[src/rtl/distrip_pkg.sv]
// -----------------------------------------------------------------------------
// distrip_pkg
// Shared types for the distrip array finder:
//   triad_state_e : per-distrip triad emitter state (IDLE, B0, B1, B2, DEAD)
//   TRIAD_LEN     : number of serial bits in one triad (hit, strip, side)
//   cand_t        : candidate presented by the comparator stage to one emitter
// -----------------------------------------------------------------------------
package distrip_pkg;

  typedef enum logic [2:0] {
    IDLE = 3'd0,
    B0   = 3'd1,
    B1   = 3'd2,
    B2   = 3'd3,
    DEAD = 3'd4
  } triad_state_e;

  localparam int TRIAD_LEN = 3;

  typedef struct packed {
    logic hit;    // distrip has a qualified peak this cycle
    logic strip;  // 1 = upper strip of the pair fired
    logic side;   // 1 = left neighbour larger than right neighbour
  } cand_t;

endpackage

[src/rtl/distrip_triad_fsm.sv]
// -----------------------------------------------------------------------------
// distrip_triad_fsm
// Serial triad emitter for one distrip. On a candidate in IDLE it latches the
// strip/side bits and shifts out hit(1), strip, side on consecutive cycles,
// then holds off for DEAD_CYCLES cycles before re-arming.
// Ports:
//   clock, reset : system clock, synchronous active-high reset
//   cand         : candidate from the comparator/TOT stage
//   triad_out    : registered serial triad bit
//   busy         : registered, high in B0, B1, B2 and DEAD
//   cand_lost    : combinational, candidate present while not IDLE
// -----------------------------------------------------------------------------
module distrip_triad_fsm
  import distrip_pkg::*;
#(
  parameter int DEAD_CYCLES = 2
) (
  input  logic  clock,
  input  logic  reset,
  input  cand_t cand,
  output logic  triad_out,
  output logic  busy,
  output logic  cand_lost
);

  // Counter is loaded with DEAD_CYCLES-1 on entry so DEAD lasts DEAD_CYCLES.
  localparam logic [3:0] DEAD_INIT = (DEAD_CYCLES > 0) ? 4'(DEAD_CYCLES - 1) : 4'd0;

  triad_state_e state_q, state_d;
  logic         strip_q, strip_d;
  logic         side_q, side_d;
  logic [3:0]   dead_q, dead_d;
  logic         triad_q, triad_d;
  logic         busy_q, busy_d;

  always_comb begin
    state_d = state_q;
    strip_d = strip_q;
    side_d  = side_q;
    dead_d  = dead_q;
    case (state_q)
      IDLE: begin
        if (cand.hit) begin
          state_d = B0;
          strip_d = cand.strip;
          side_d  = cand.side;
        end
      end
      B0: state_d = B1;
      B1: state_d = B2;
      B2: begin
        if (DEAD_CYCLES == 0) begin
          state_d = IDLE;
        end else begin
          state_d = DEAD;
          dead_d  = DEAD_INIT;
        end
      end
      DEAD: begin
        if (dead_q == 4'd0) begin
          state_d = IDLE;
        end else begin
          dead_d = dead_q - 4'd1;
        end
      end
      default: state_d = IDLE;
    endcase

    // Outputs are decoded from the next state and registered, so they change
    // on the same edge as the state itself.
    triad_d = 1'b0;
    case (state_d)
      B0:      triad_d = 1'b1;
      B1:      triad_d = strip_d;
      B2:      triad_d = side_d;
      default: triad_d = 1'b0;
    endcase
    busy_d = (state_d != IDLE);
  end

  always_ff @(posedge clock) begin
    if (reset) begin
      state_q <= IDLE;
      strip_q <= 1'b0;
      side_q  <= 1'b0;
      dead_q  <= 4'd0;
      triad_q <= 1'b0;
      busy_q  <= 1'b0;
    end else begin
      state_q <= state_d;
      strip_q <= strip_d;
      side_q  <= side_d;
      dead_q  <= dead_d;
      triad_q <= triad_d;
      busy_q  <= busy_d;
    end
  end

  assign triad_out = triad_q;
  assign busy      = busy_q;
  // busy_q mirrors state_q != IDLE.
  assign cand_lost = cand.hit & busy_q;

endmodule

[src/rtl/distrip_array_finder.sv]
// -----------------------------------------------------------------------------
// distrip_array_finder
// Peak finder for NDISTRIP adjacent distrips (2*NDISTRIP strips). Each strip
// gets a registered local-peak/side decision and a time-over-threshold window;
// each distrip drives one serial triad emitter.
// Ports:
//   clock, reset             : system clock, synchronous active-high reset
//   q                        : strip samples, strip i at q[i*ADCW +: ADCW]
//   q_left_edge/q_right_edge : neighbour samples beyond strip 0 / strip NS-1
//   vth                      : threshold, strict unsigned q > vth
//   tot_bypass               : forces TOT window bit k true (bit 0 newest)
//   enable_mask              : per-distrip trigger enable
//   triad_out, busy          : per-distrip serial triad and busy flag
//   drop_count               : saturating lost-hit counter
// Build option: define DISTRIP_DROP_COUNT_EN to build the drop counter;
// otherwise drop_count is tied to zero.
// -----------------------------------------------------------------------------
module distrip_array_finder
  import distrip_pkg::*;
#(
  parameter int NDISTRIP    = 8,
  parameter int ADCW        = 10,
  parameter int TOT_LEN     = 6,
  parameter int DEAD_CYCLES = 2
) (
  input  logic                         clock,
  input  logic                         reset,
  input  logic [2*NDISTRIP*ADCW-1:0]   q,
  input  logic [ADCW-1:0]              q_left_edge,
  input  logic [ADCW-1:0]              q_right_edge,
  input  logic [ADCW-1:0]              vth,
  input  logic [TOT_LEN-1:0]           tot_bypass,
  input  logic [NDISTRIP-1:0]          enable_mask,
  output logic [NDISTRIP-1:0]          triad_out,
  output logic [NDISTRIP-1:0]          busy,
  output logic [15:0]                  drop_count
);

  localparam int NS = 2 * NDISTRIP;

  // Samples extended with the edge neighbours: qx[i+1] is strip i.
  logic [ADCW-1:0]    qx [NS+2];

  logic [NS-1:0]      peak_q, peak_d;
  logic [NS-1:0]      side_q, side_d;
  logic [TOT_LEN-1:0] sr_q [NS];
  logic [TOT_LEN-1:0] sr_d [NS];
  logic [NS-1:0]      tot_ok;
  logic [NDISTRIP-1:0] lost;

  always_comb begin
    qx[0]    = q_left_edge;
    qx[NS+1] = q_right_edge;
    for (int i = 0; i < NS; i++) begin
      qx[i+1] = q[i*ADCW +: ADCW];
    end
  end

  // Strict compare on the left, non-strict on the right: of two equal
  // neighbours only the left one can be a peak.
  always_comb begin
    peak_d = '0;
    side_d = '0;
    for (int i = 0; i < NS; i++) begin
      peak_d[i] = (qx[i+1] > qx[i]) && (qx[i+1] >= qx[i+2]);
      side_d[i] = (qx[i] > qx[i+2]);
      sr_d[i]   = (sr_q[i] << 1) | TOT_LEN'(qx[i+1] > vth);
    end
  end

  always_comb begin
    tot_ok = '0;
    for (int i = 0; i < NS; i++) begin
      tot_ok[i] = &(sr_q[i] | tot_bypass);
    end
  end

  always_ff @(posedge clock) begin
    if (reset) begin
      peak_q <= '0;
      side_q <= '0;
      for (int i = 0; i < NS; i++) begin
        sr_q[i] <= '0;
      end
    end else begin
      peak_q <= peak_d;
      side_q <= side_d;
      for (int i = 0; i < NS; i++) begin
        sr_q[i] <= sr_d[i];
      end
    end
  end

  genvar gi;
  generate
    for (gi = 0; gi < NDISTRIP; gi++) begin : g_distrip
      logic  fire_lo;
      logic  fire_hi;
      cand_t cand;

      assign fire_lo = peak_q[2*gi]   & tot_ok[2*gi];
      assign fire_hi = peak_q[2*gi+1] & tot_ok[2*gi+1];

      // Adjacent strips are never both peaks, so at most one of the pair fires.
      always_comb begin
        cand.hit   = enable_mask[gi] & (fire_lo | fire_hi);
        cand.strip = fire_hi;
        cand.side  = fire_hi ? side_q[2*gi+1] : side_q[2*gi];
      end

      distrip_triad_fsm #(
        .DEAD_CYCLES (DEAD_CYCLES)
      ) u_fsm (
        .clock     (clock),
        .reset     (reset),
        .cand      (cand),
        .triad_out (triad_out[gi]),
        .busy      (busy[gi]),
        .cand_lost (lost[gi])
      );
    end
  endgenerate

`ifdef DISTRIP_DROP_COUNT_EN
  logic [15:0] drop_q, drop_d;

  always_comb begin
    drop_d = drop_q;
    if ((|lost) && (drop_q != 16'hFFFF)) begin
      drop_d = drop_q + 16'd1;
    end
  end

  always_ff @(posedge clock) begin
    if (reset) begin
      drop_q <= 16'd0;
    end else begin
      drop_q <= drop_d;
    end
  end

  assign drop_count = drop_q;
`else
  logic unused_lost;
  assign unused_lost = |lost;
  assign drop_count  = 16'd0;
`endif

endmodule

[config.mk]
export PLATFORM = sky130hd
export DESIGN_NAME = distrip_array_finder
export DESIGN_NICKNAME = d
export VERILOG_FILES = /design/src/rtl/distrip_pkg.sv /design/src/rtl/distrip_triad_fsm.sv /design/src/rtl/distrip_array_finder.sv
export SDC_FILE = /design/constraint.sdc
export NUM_CORES = 1
export LEC_CHECK = 0
export ABC_AREA = 1
export CORE_ASPECT_RATIO = 1.1
export CORE_MARGIN = 2
export CORE_UTILIZATION = 35
export CTS_BUF_LIST = sky130_fd_sc_hd__clkbuf_4
export DETAILED_ROUTE_END_ITERATION = 7
export GPL_ROUTABILITY_DRIVEN = 0
export HOLD_SLACK_MARGIN = 0.15
export SLEW_MARGIN = 20
export SYNTH_ARGS = -nofsm -noshare
export SYNTH_HDL_FRONTEND = slang
export SYNTH_HIERARCHICAL = 1
export SYNTH_SLANG_ARGS = --single-unit
[constraint.sdc]
create_clock -name clock -period 4.13 [get_ports clock]
set_clock_uncertainty 0.05 [all_clocks]
set_input_delay 0.826 -clock clock [delete_from_list [all_inputs] [get_ports clock]]
set_output_delay 0.826 -clock clock [all_outputs]
set_load 0.005 [all_outputs]
==> flow_summary_export.csv <==
group,metric,value,unit
critical_path,critPathMaxFanout,13,
route,vias,18800,
critical_path,path_delay_family,"buffers and inverters",
route,remaining_drc_errors,0,
floorplanning,io_pins,238,
placement,io_buffers,221,
floorplanning,die-area,0.0607,mm²
power_and_ir_drop,pwr-share-clk,0.347,
power_and_ir_drop,swShare,0.328,
critical_path,critPathArrivalTime,2.97,ns
sta,setup_violations,0,
clocking,root_buffer,"clkbuf_4",
clocking,hold_buffers,0,
sta,rsz0062_at_grt,"no",
power_and_ir_drop,combPwrFrac,0.278,
min_path,whs_path_depth,2,
finish,drive_gt1_frac,0.0529,
clocking,cts_tree,"done",
sta,drv_slew,0,
critical_path,cp-end-kind,"flip-flop",
finish,area_growth,18.7,%
critical_path,slowest_stage,"clkdlybuf4s50_1",
placement,post-place-cells,3933,
power_and_ir_drop,seq_power_share,0.374,
logic_synthesis,syn_area,0.0206,mm²
sta,fin_crit,2.46,ns
grt,groute.usage.overall,0.193,
critical_path,cp.required,4.63,ns
power_and_ir_drop,p_int,3910,µW
floorplanning,dieHeight,258,µm
finish,fin_util,0.419,
clocking,clockBufferDepth,3,
sta,fmax,0.406,GHz
power_and_ir_drop,powerDensity,239,mW/mm²
grt,overflow,0,
grt,antenna_found_initial,2,
power_and_ir_drop,switching_power,1910,µW
clocking,ctsResizeCount,0,
critical_path,path_cells,"clkdlybuf4s50_1 -> inv_1 -> a21oi_1 -> nand4_1 -> a21boi_0 -> nand4_1 -> nor2_1 -> a211oi_1",
critical_path,reg2reg_from,"sr_q[1][32]$_SDFF_PP0_",
route,post_drt_wl_per_cell,14.8,µm
finish,final_common_cell,"nand2_1",
critical_path,r2r-end,"g_distrip[6].u_fsm/side_q$_SDFF_PP0_",
grt,grt_max_degree,68,
logic_synthesis,yosys_warnings,6,
min_path,min_path_type,"flip-flop to flip-flop",
finish,layout_common_cells,"nand2_1, inv_1, ha_1",
clocking,cts_max_level,2,
sta,finalCritPeriodShare,0.596,
power_and_ir_drop,ir_drop,0.153,mV
finish,nets,3936,
route,wl,59800,µm
logic_synthesis,avgSynthCellArea,6.94,µm²
sta,finalHoldViolCount,0,
min_path,hp-start,"sr_q[1][1]$_SDFF_PP0_",
power_and_ir_drop,p_leak,0.0133,µW
clocking,clk_pin_slew_worst_paths,0.06,ns
run_status,status,"completed",
critical_path,cp_slowest_stage_delay,0.85,ns
route,viasPerCell,4.67,
critical_path,crit_top_cell,"nand4_1",
route,drtIter0Drc,1006,
floorplanning,num_rows,93,
clocking,cts.sinks,216,
grt,grt_first_pass_wirelength,93500,µm
grt,first_global_vias,17300,
critical_path,critical_path_class,"primary input to flip-flop",
critical_path,r2r_setup_slack,2.47,ns
power_and_ir_drop,fin_total_pwr,5820,µW
clocking,cts-buffers-inserted,57,
min_path,hold_end,"sr_q[1][2]$_SDFF_PP0_",
sta,whs,0.352,ns
critical_path,start_kind,"primary input",
sta,tns,0,ns
route,drt_pre_antenna_iters,5,
run,cap_violations,0,
logic_synthesis,synth_cells,2963,
floorplanning,start_util,0.353,
critical_path,r2r_cells,8,
floorplanning,die_x,235,µm
clocking,insertion_delay,0.71,ns
finish,stdcell_count,4030,
critical_path,worst-path-buf-inv,2,
floorplanning,core,0.0583,mm²
clocking,postCtsSetupBuffers,0,
route,drt.antenna.violating_nets,0,
sta,slew_headroom,0.461,
sta,worst_pin_slew,0.807,ns
placement,hpwl,48900,µm
## worst max-delay path by stage
stage / slack [ns] / start / end / cells after the start
after floorplan: 2.06 / tot_bypass[3] / g_distrip[4].u_fsm/side_q$_SDFF_PP0_ / 7
after global placement: 0.94 / tot_bypass[2] / g_distrip[7].u_fsm/side_q$_SDFF_PP0_ / 8
after detailed placement: 0.90 / tot_bypass[2] / g_distrip[7].u_fsm/side_q$_SDFF_PP0_ / 8
after CTS: 1.60 / g_distrip[4].u_fsm/triad_out$_SDFF_PP0_ / triad_out[4] / 1
after global routing: 1.45 / tot_bypass[2] / g_distrip[6].u_fsm/side_q$_SDFF_PP0_ / 8
final: 1.67 / tot_bypass[2] / g_distrip[7].u_fsm/side_q$_SDFF_PP0_ / 8
## power by group through the flow
stage | registers (µW) | clock network (µW) | logic [µW]
5_1_grt | 2180 | 2210 | 1870
2_1_floorplan | 2210 | 0 | 973
6_report | 2180 | 2020 | 1620
3_5_place_dp | 2230 | 0 | 1600
3_3_place_gp | 2230 | 0 | 1580
4_1_cts | 2180 | 2110 | 1620
## final cells by class
type                            instances  area (µm²)
Fill cell                            6111       33900
Multi-Input combinational cell       2137       13800
Sequential cell                       216        4320
Timing Repair Buffer                  231        2280
Inverter                              589        2250
Tap cell                              760         951
Clock buffer                           77         578
Clock inverter                         19         189
Antenna cell                            1        2.50
## through the flow
| stage | setup slack (ns) | area [µm²] |
|---|---|---|
| 5_1_grt | 1.45 | 24400 |
| 3_3_place_gp | 0.942 | 23600 |
| 3_5_place_dp | 0.905 | 23600 |
| 2_1_floorplan | 2.06 | 20600 |
| 6_report | 1.67 | 24400 |
| 4_1_cts | 1.60 | 24400 |
## state kept, by name, indices dropped and copies added (netlist names)
register                   flops
g_distrip.u_fsm/busy           8
g_distrip.u_fsm/dead_q        32
g_distrip.u_fsm/side_q         8
g_distrip.u_fsm/state_q       24
g_distrip.u_fsm/strip_q        8
g_distrip.u_fsm/triad_out      8
peak_q                        16
side_q                        16
sr_q                          96
## metal layers
layer  vias up  wire length (µm)  GRT usage
met2       339             26900      0.321
li1      10100                 -          -
met4         2              1160     0.0462
met5         -                13          0
met3        74              2390     0.0209
met1      8277             29400      0.267
## worst reg2reg max path: stages, from the launching register on
cell,delay [ns]
dfxtp_1,0.34
nor2_1,0.04
a21oi_1,0.13
o21ai_0,0.09
nand2b_1,0.19
a21boi_0,0.23
nand4_1,0.25
nor2_1,0.16
a211oi_1,0.05
Power figures use the tool's default switching activity.
